[src/rtl/mem_port_arbiter_if.sv]
// rtl/mem_port_arbiter_if.sv - fetch, data and memory port bundle for mem_port_arbiter
interface mem_port_arbiter_if;
  logic        if_req;
  logic [31:0] if_addr;
  logic [31:0] if_rdata;
  logic        if_ack;

  logic        dm_read;
  logic        dm_write;
  logic [31:0] dm_addr;
  logic [31:0] dm_wdata;
  logic [31:0] dm_rdata;
  logic        dm_ack;

  logic        mem_en;
  logic        mem_we;
  logic [31:0] mem_addr;
  logic [31:0] mem_wdata;
  logic [31:0] mem_rdata;

  logic        stall_if;
  logic        stall_pipe;
  logic        proto_err;

  // slave is the arbiter's view; master is the pipeline-plus-memory side
  modport slave (
    input  if_req, if_addr, dm_read, dm_write, dm_addr, dm_wdata, mem_rdata,
    output if_rdata, if_ack, dm_rdata, dm_ack, mem_en, mem_we, mem_addr,
           mem_wdata, stall_if, stall_pipe, proto_err
  );

  modport master (
    output if_req, if_addr, dm_read, dm_write, dm_addr, dm_wdata, mem_rdata,
    input  if_rdata, if_ack, dm_rdata, dm_ack, mem_en, mem_we, mem_addr,
           mem_wdata, stall_if, stall_pipe, proto_err
  );
endinterface

[src/rtl/mem_port_arbiter.sv]
// rtl/mem_port_arbiter.sv - single-port memory arbiter between instruction fetch and data access
module mem_port_arbiter #(
  parameter int LATENCY = 2
) (
  input  logic              clock,
  input  logic              reset,
  mem_port_arbiter_if.slave bus
);

  localparam logic [3:0] LP_LAT = 4'(LATENCY);

  typedef enum logic [1:0] {
    IDLE    = 2'd0,
    IF_BUSY = 2'd1,
    DM_BUSY = 2'd2
  } state_t;

  state_t      r_state;
  state_t      w_state_nxt;
  logic [3:0]  r_cnt;
  logic [3:0]  w_cnt_nxt;
  logic        r_last_dm;
  logic        w_last_dm_nxt;
  logic        r_is_store;
  logic        r_proto_err;
  logic [31:0] r_mem_addr;
  logic [31:0] r_mem_wdata;
  logic [31:0] r_if_rdata;
  logic [31:0] r_dm_rdata;

  logic        w_dm_pend;
  logic        w_grant_if;
  logic        w_grant_dm;
  logic        w_grant;
  logic        w_if_ack;
  logic        w_dm_ack;
  logic [31:0] w_mem_addr;
  logic [31:0] w_mem_wdata;

  assign w_dm_pend = bus.dm_read | bus.dm_write;

  // Grants are combinational in IDLE so the access starts in the request cycle;
  // reset masks them because the state register alone cannot hide live requests.
  always_comb begin
    w_state_nxt   = r_state;
    w_cnt_nxt     = r_cnt;
    w_last_dm_nxt = r_last_dm;
    w_grant_if    = 1'b0;
    w_grant_dm    = 1'b0;
    w_if_ack      = 1'b0;
    w_dm_ack      = 1'b0;
    case (r_state)
      IDLE: begin
        if (!reset) begin
          if (w_dm_pend && (!bus.if_req || !r_last_dm)) begin
            w_grant_dm    = 1'b1;
            w_state_nxt   = DM_BUSY;
            w_cnt_nxt     = LP_LAT;
            w_last_dm_nxt = 1'b1;
          end else if (bus.if_req) begin
            w_grant_if    = 1'b1;
            w_state_nxt   = IF_BUSY;
            w_cnt_nxt     = LP_LAT;
            w_last_dm_nxt = 1'b0;
          end
        end
      end
      IF_BUSY: begin
        if (r_cnt == 4'd1) begin
          w_if_ack    = 1'b1;
          w_state_nxt = IDLE;
          w_cnt_nxt   = 4'd0;
        end else begin
          w_cnt_nxt = r_cnt - 4'd1;
        end
      end
      DM_BUSY: begin
        if (r_cnt == 4'd1) begin
          w_dm_ack    = 1'b1;
          w_state_nxt = IDLE;
          w_cnt_nxt   = 4'd0;
        end else begin
          w_cnt_nxt = r_cnt - 4'd1;
        end
      end
      default: begin
        w_state_nxt = IDLE;
        w_cnt_nxt   = 4'd0;
      end
    endcase
  end

  assign w_grant     = w_grant_if | w_grant_dm;
  assign w_mem_addr  = w_grant_dm ? bus.dm_addr :
                       w_grant_if ? bus.if_addr : r_mem_addr;
  assign w_mem_wdata = w_grant_dm ? bus.dm_wdata : r_mem_wdata;

  always_ff @(posedge clock or posedge reset) begin
    if (reset) begin
      r_state     <= IDLE;
      r_cnt       <= 4'd0;
      r_last_dm   <= 1'b0;
      r_is_store  <= 1'b0;
      r_proto_err <= 1'b0;
      r_mem_addr  <= 32'd0;
      r_mem_wdata <= 32'd0;
      r_if_rdata  <= 32'd0;
      r_dm_rdata  <= 32'd0;
    end else begin
      r_state   <= w_state_nxt;
      r_cnt     <= w_cnt_nxt;
      r_last_dm <= w_last_dm_nxt;
      if (w_grant) begin
        r_mem_addr <= w_mem_addr;
      end
      if (w_grant_dm) begin
        r_mem_wdata <= bus.dm_wdata;
        r_is_store  <= bus.dm_write;
        if (bus.dm_read && bus.dm_write) begin
          r_proto_err <= 1'b1;
        end
      end
      if (w_if_ack) begin
        r_if_rdata <= bus.mem_rdata;
      end
      if (w_dm_ack && !r_is_store) begin
        r_dm_rdata <= bus.mem_rdata;
      end
    end
  end

  assign bus.mem_en     = w_grant;
  assign bus.mem_we     = w_grant_dm & bus.dm_write;
  assign bus.mem_addr   = w_mem_addr;
  assign bus.mem_wdata  = w_mem_wdata;
  assign bus.if_ack     = w_if_ack;
  assign bus.dm_ack     = w_dm_ack;
  // Read data is forwarded in the completion cycle and held from the register after it.
  assign bus.if_rdata   = w_if_ack ? bus.mem_rdata : r_if_rdata;
  assign bus.dm_rdata   = (w_dm_ack && !r_is_store) ? bus.mem_rdata : r_dm_rdata;
  assign bus.stall_if   = !reset & bus.if_req & !w_if_ack;
  assign bus.stall_pipe = !reset & w_dm_pend & !w_dm_ack;
  assign bus.proto_err  = r_proto_err;

endmodule

[src/flat_wrapper.sv]
// flat-port wrapper written by rule: the top's interface ports become plain ports
module mem_port_arbiter_flat 
#(
  parameter int LATENCY = 2
)
  (clock, reset, bus_if_req, bus_if_addr, bus_dm_read, bus_dm_write, bus_dm_addr, bus_dm_wdata, bus_mem_rdata, bus_if_rdata, bus_if_ack, bus_dm_rdata, bus_dm_ack, bus_mem_en, bus_mem_we, bus_mem_addr, bus_mem_wdata, bus_stall_if, bus_stall_pipe, bus_proto_err);
  mem_port_arbiter_if bus_i ();
  input  logic clock;
  input  logic reset;
  input wire logic [$bits(bus_i.if_req)-1:0] bus_if_req;
  input wire logic [$bits(bus_i.if_addr)-1:0] bus_if_addr;
  input wire logic [$bits(bus_i.dm_read)-1:0] bus_dm_read;
  input wire logic [$bits(bus_i.dm_write)-1:0] bus_dm_write;
  input wire logic [$bits(bus_i.dm_addr)-1:0] bus_dm_addr;
  input wire logic [$bits(bus_i.dm_wdata)-1:0] bus_dm_wdata;
  input wire logic [$bits(bus_i.mem_rdata)-1:0] bus_mem_rdata;
  output wire logic [$bits(bus_i.if_rdata)-1:0] bus_if_rdata;
  output wire logic [$bits(bus_i.if_ack)-1:0] bus_if_ack;
  output wire logic [$bits(bus_i.dm_rdata)-1:0] bus_dm_rdata;
  output wire logic [$bits(bus_i.dm_ack)-1:0] bus_dm_ack;
  output wire logic [$bits(bus_i.mem_en)-1:0] bus_mem_en;
  output wire logic [$bits(bus_i.mem_we)-1:0] bus_mem_we;
  output wire logic [$bits(bus_i.mem_addr)-1:0] bus_mem_addr;
  output wire logic [$bits(bus_i.mem_wdata)-1:0] bus_mem_wdata;
  output wire logic [$bits(bus_i.stall_if)-1:0] bus_stall_if;
  output wire logic [$bits(bus_i.stall_pipe)-1:0] bus_stall_pipe;
  output wire logic [$bits(bus_i.proto_err)-1:0] bus_proto_err;
  assign bus_i.if_req = bus_if_req;
  assign bus_i.if_addr = bus_if_addr;
  assign bus_i.dm_read = bus_dm_read;
  assign bus_i.dm_write = bus_dm_write;
  assign bus_i.dm_addr = bus_dm_addr;
  assign bus_i.dm_wdata = bus_dm_wdata;
  assign bus_i.mem_rdata = bus_mem_rdata;
  assign bus_if_rdata = bus_i.if_rdata;
  assign bus_if_ack = bus_i.if_ack;
  assign bus_dm_rdata = bus_i.dm_rdata;
  assign bus_dm_ack = bus_i.dm_ack;
  assign bus_mem_en = bus_i.mem_en;
  assign bus_mem_we = bus_i.mem_we;
  assign bus_mem_addr = bus_i.mem_addr;
  assign bus_mem_wdata = bus_i.mem_wdata;
  assign bus_stall_if = bus_i.stall_if;
  assign bus_stall_pipe = bus_i.stall_pipe;
  assign bus_proto_err = bus_i.proto_err;
  mem_port_arbiter #(.LATENCY(LATENCY)) u_core (.clock(clock), .reset(reset), .bus(bus_i));
endmodule
[config.mk]
export PLATFORM = sky130hd
export DESIGN_NAME = mem_port_arbiter_flat
export DESIGN_NICKNAME = d
export VERILOG_FILES = /design/src/rtl/mem_port_arbiter_if.sv /design/src/rtl/mem_port_arbiter.sv /design/src/flat_wrapper.sv
export SDC_FILE = /design/constraint.sdc
export NUM_CORES = 1
export LEC_CHECK = 0
export CAP_MARGIN = 20
export CORE_MARGIN = 10
export CORE_UTILIZATION = 42
export CTS_CLUSTER_SIZE = 24
export DETAILED_ROUTE_END_ITERATION = 10
export GPL_ROUTABILITY_DRIVEN = 1
export PLACE_DENSITY = 0.77
export SYNTH_ARGS = -nofsm -noshare
export SYNTH_HDL_FRONTEND = slang
export SYNTH_SLANG_ARGS = --single-unit
[constraint.sdc]
create_clock -name clock -period 6.1 [get_ports clock]
set_input_delay 0.915 -clock clock [delete_from_list [all_inputs] [get_ports clock]]
set_output_delay 0.915 -clock clock [all_outputs]
set_load 0.005 [all_outputs]
# Word-level counts from Yosys, hierarchy flattened
# Index checks and enable logic that the tools add are counted.
[word_totals] input_bits=133 reg_bits=137 output_inout_bits=135 wordCells=68
[op_classes] n_addsub=1 n_eq_ne=6 mux=27 n_bitwise=8 n_reduce_logical=17
[op_table] op="2-to-1 mux 32 bit" count=5
[op_table] op="2-to-1 mux 4 bit" count=4
[op_table] op="2-to-1 mux 1 bit" count=12
[op_table] op="2-to-1 mux 2 bit" count=4
[op_table] op="one-hot mux 4 bit (2 select lines)" count=1
[op_table] op="logical NOT 1 bit" count=6
[op_table] op="AND reduction 3 bit" count=2
[op_table] op="AND 1 bit" count=5
[op_table] op="equality test 4 x 1 -> 1 bit (second input constant)" count=1
[op_table] op="one-hot mux 2 bit (2 select lines)" count=1
[op_table] op="AND reduction 2 bit" count=2
[op_table] op="subtractor 4 x 1 -> 4 bit (second input constant)" count=1
[op_table] op="logical AND 1 bit" count=3
[op_table] op="!= test 3 x 2 -> 1 bit (second input constant)" count=1
[op_table] op="equality test 2 x 1 -> 1 bit (second input constant)" count=1
[op_table] op="equality test 2 bit (second input constant)" count=1
[op_table] op="logical NOT 2 bit" count=1
[op_table] op="!= test 2 x 1 -> 1 bit (second input constant)" count=1
[op_table] op="!= test 2 bit (second input constant)" count=1
[op_table] op="OR 1 bit" count=2
[op_table] op="nonzero test 2 bit" count=1
[op_table] op="OR reduction 2 bit" count=1
[op_table] op="logical OR 1 bit" count=1
[op_table] op="NOT 1 bit" count=1

# Longest topological paths before layout
[logic_depth] word_depth=8 ltp_mapped=9 depth_no_buf=6

# Worst setup path after synthesis
# Ideal clock, no wire load.
[synth_timing] kind="input port to output port" start="in reset" end="out bus_mem_addr[10]" stages=6 slack_ps=343 arrival_time_ps=4842 n_path_buf=2 t_required_ps=5185 path_cell_list="inv_1 -> o2111a_1 -> buf_4 -> buf_6 -> mux2i_1 -> o21ai_1"
[synth_via] elab_chain_cells=4 word_cells_on_any_way=6 classes_between="6 x mux"
[synth_rtl] item="start: declaration" line="flat_wrapper.sv:9" source="input logic reset;"
[synth_rtl] item="2-to-1 mux 1 bit" line="mem_port_arbiter.sv:54" source="if (!reset) begin"
[synth_rtl] item="2-to-1 mux 1 bit" line="mem_port_arbiter.sv:52" source="case (r_state)"
[synth_rtl] item="2-to-1 mux 32 bit" line="mem_port_arbiter.sv:95" source="w_grant_if ? bus.if_addr : r_mem_addr;"
[synth_rtl] item="2-to-1 mux 32 bit (*)" line="mem_port_arbiter.sv:94" source="assign w_mem_addr = w_grant_dm ? bus.dm_addr :"
[synth_rtl] item="end: declaration" line="flat_wrapper.sv:23" source="output wire logic [$bits(bus_i.mem_addr)-1:0] bus_mem_addr;"
# Every way passes the cells marked *; elsewhere a longest branch is shown, timed or not.

# Worst setup path in the final report
[layout_timing] start="in reset" end="out bus_mem_wdata[0]"
[layout_via] elab_chain_cells=3
[layout_rtl] item="2-to-1 mux 1 bit" line="mem_port_arbiter.sv:54"
[layout_rtl] item="2-to-1 mux 1 bit" line="mem_port_arbiter.sv:52"
[layout_rtl] item="2-to-1 mux 32 bit" line="mem_port_arbiter.sv:96" source="assign w_mem_wdata = w_grant_dm ? bus.dm_wdata : r_mem_wdata;"
[layout_rtl] item="end: declaration" line="flat_wrapper.sv:24" source="output wire logic [$bits(bus_i.mem_wdata)-1:0] bus_mem_wdata;"
# Every way passes these cells.

==> summary.md <==
| Metric | Value |
|---|---|
| Die Ht | between 100 and 150 um |
| H-tree depth | 4 |
| Critical path arrival | 3.57 ns |
| CTS resizes | 0 |
| FP Rows | between 40 and 50 |
| CTS Buffer Depth | 2 |
| Initial DRC Count | between 150 and 200 |
| First-pass GRT wire length | roughly 27000 um |
| Avg Vias per Cell | approximately 4.9 |
| Sinks on Clock Net | 137 |
| WP buf/inv | 3 |
| Worst path depth | 6 |
| RSZ-0062 raised after global routing | no |
| Ys Warns | 0 |
| Critical Path RT | about 5.2 ns |
| Final period utilization | around 74% |
| Core area | 13900 um2 |
| Die area | 19500 um2 |
| Yosys cell types | 35 |
| Placer congestion estimate | 0.822 |
| Fin crit period | roughly 4.5 ns |
| Diode count | 0 |
| Peak supply drop | around 0.28 mV |
| CTS tree | yes |
| CP Max Fanout | 110 |
| Fmax | 223 MHz |
| Slew HR | ~28% |
| Final hold vios | 0 |
| Synth Area per Inst | 13.9 um2 |
| Vias | 4396 |
| Drt drc | 0 |
| Nets | approximately 840 |
| Cells after synthesis | 434 |
| Cell Area, Synth | approximately 6000 um2 |
| Initial core utilization | 43.1% |
| Initial antenna violation count | 0 |
| #FFs+latches synth | approximately 140 |
| Drt wl/cell | ~20 um |
| Clock root buffer | clkbuf_16 |
| LEAKAGE | about 3.9 nW |
| Setup CP Type | in2out |
| Final WL | around 17000 um |
| Grt ovf | 0 |
| Synth-to-Final Area Change | 56.1% |
| Critical Path Sink Type | primary output |
| Seq/Total Area, Yosys | 57.0% |
| Setup violators final | 0 |
| Synth async-reset ratio | 100% |
| R2R depth | 6 |
| IO buf count | around 270 |
| Width of the die | between 100 and 150 um |
| GRT Total Usage | approximately 18% |
| Worst skew pair latency | roughly 0.4 ns |
| Total power draw | approximately 4.7 mW |
| Final ANT Viol Nets | 0 |
| CP startpoint kind | input port |
| Clk_skew | 0.00722 ns |
| Worst-Margin Slew | approximately 1.1 ns |
| Cell Chain, Critical Path | clkdlybuf4s50_1, nand2b_4, nor3_4, buf_4, mux2_2, clkdlybuf4s50_1 |
| Slowest stage cell on the critical path | buf_4 |
| Pwr dens | 504 nW/um2 |
| # IOs | around 270 |
| Num CTS Buffers | 17 |
| Hold-critical path depth | 1 |
| EDFF count, synth | 0 |
| Dominant synthesized flop cell | dfrtp_1 |
| Total setup buffers inserted after CTS | 0 |
| DP Wirelength | 13400 um |
| Hold buffer count at cts | 0 |
| Commonest non-fill, non-tap cell in the layout | clkdlybuf4s50_1 |
| Most frequent cells in the layout | clkdlybuf4s50_1, dfrtp_1, mux2_2, o21ai_0, nand2_1 |
| Hold Path Class | reg2reg |
| Crit-path max cell delay | approximately 0.73 ns |
| Clock slew at reported path FFs | 0.06 ns |
| Syn nets | around 570 |
| Number of global-route vias before repair | around 4900 |
| DR pass1 iterations | 4 |
| Fin Setup TNS | 0 ns |
| Largest net degree at the start of global routing | ~110 |
| Status | complete, no violations |
| Cell family with most CP delay | buffers and inverters |
| Share of cells above drive strength 1 | between 15 and 20% |
| Max-cap viol count | 0 |
| Max Slew Vio Count | 0 |
| Most frequent CP cell | clkdlybuf4s50_1 |
==> routing by layer <==
metal | share of wire [%] | track usage (%)
met2 | 49 | 29.4
met5 | 0 | 0
met1 | 39 | 19.3
met4 | 0.83 | 4.29
met3 | 11 | 9.42
==> registers in the layout (all words and copies together) (netlist names) <==
name,count
u_core.r_dm_rdata,32
u_core.r_if_rdata,32
u_core.r_mem_addr,32
u_core.r_mem_wdata,32
u_core.r_cnt,4
u_core.r_state,2
u_core.bus.proto_err,1
u_core.r_is_store,1
u_core.r_last_dm,1
==> worst register-to-register path, cell delays in order, from the launching register on <==
cell	delay (ns)
dfrtp_1	0.40
inv_1	0.09
ha_1	0.20
nand2b_4	0.09
nor3b_4	0.21
and2b_2	0.90
mux2_2	0.45
==> cell families after synthesis <==
family	synth area share, %
compound gates	6.97
fa+ha+maj	1.25
buf+inv	4.27
flops	57.0
mux	25.5
simple gates	4.95
==> worst paths after layout <==
check | startpoint | endpoint | slack (ns)
max | reset | bus_mem_wdata[0] | 1.61
min | u_core.bus.proto_err | u_core.bus.proto_err | 0.47
max reg2reg | u_core.r_cnt[1] | u_core.r_dm_rdata[0] | 3.64
min reg2reg | u_core.bus.proto_err | u_core.bus.proto_err | 0.47
max in group asynchronous | reset | u_core.r_mem_wdata[14] | 3.39
min in group asynchronous | reset | u_core.r_last_dm | 1.26
==> final cells by class <==
cell class / instances / area [um2]
Clock buffer: 22 / 474
Fill cell: 1017 / 4550
Clock inverter: 10 / 188
Sequential cell: 137 / 3430
Inverter: 6 / 27.5
Tap cell: 180 / 225
Timing Repair Buffer: 272 / 2710
Multi-Input combinational cell: 266 / 2330
==> power breakdown <==
group | leakage [nW] | total (mW) | internal (mW) | switching, mW
clock | 0.317 | 1.14 | 0.761 | 0.378
sequential | 1.69 | 1.48 | 1.34 | 0.136
combinational | 1.87 | 2.11 | 1.32 | 0.795
total | 3.87 | 4.73 | 3.42 | 1.31
==> through the flow <==
step           setup WS (ns)  instance area, um2  hold slack (ns)  util (%)  cells
2_1_floorplan          0.343                6010            0.451         -    434
3_3_place_gp            1.66                8720            0.442      62.6    861
3_5_place_dp            1.57                8720            0.459      62.6    861
4_1_cts                 1.55                9380            0.471      67.3    893
5_1_grt                 1.41                9380            0.496      67.3    893
6_report                1.61                9380            0.470      67.3    893
==> cells in the mapped netlist, drive strengths merged, types with 3 or more instances <==
library cell	instances	share of area, %
dfrtp	137	57
nor2	3	0.31
mux2	97	20
buf	19	3.5
nand2b	5	0.77
nor3	4	0.52
clkbuf	6	0.42
ha	6	1.2
inv	6	0.37
o21ai	67	5.6
nand2	34	2.1
nor3b	3	0.75
mux2i	33	5.5
No activity file was read; power rests on OpenSTA's default activity.
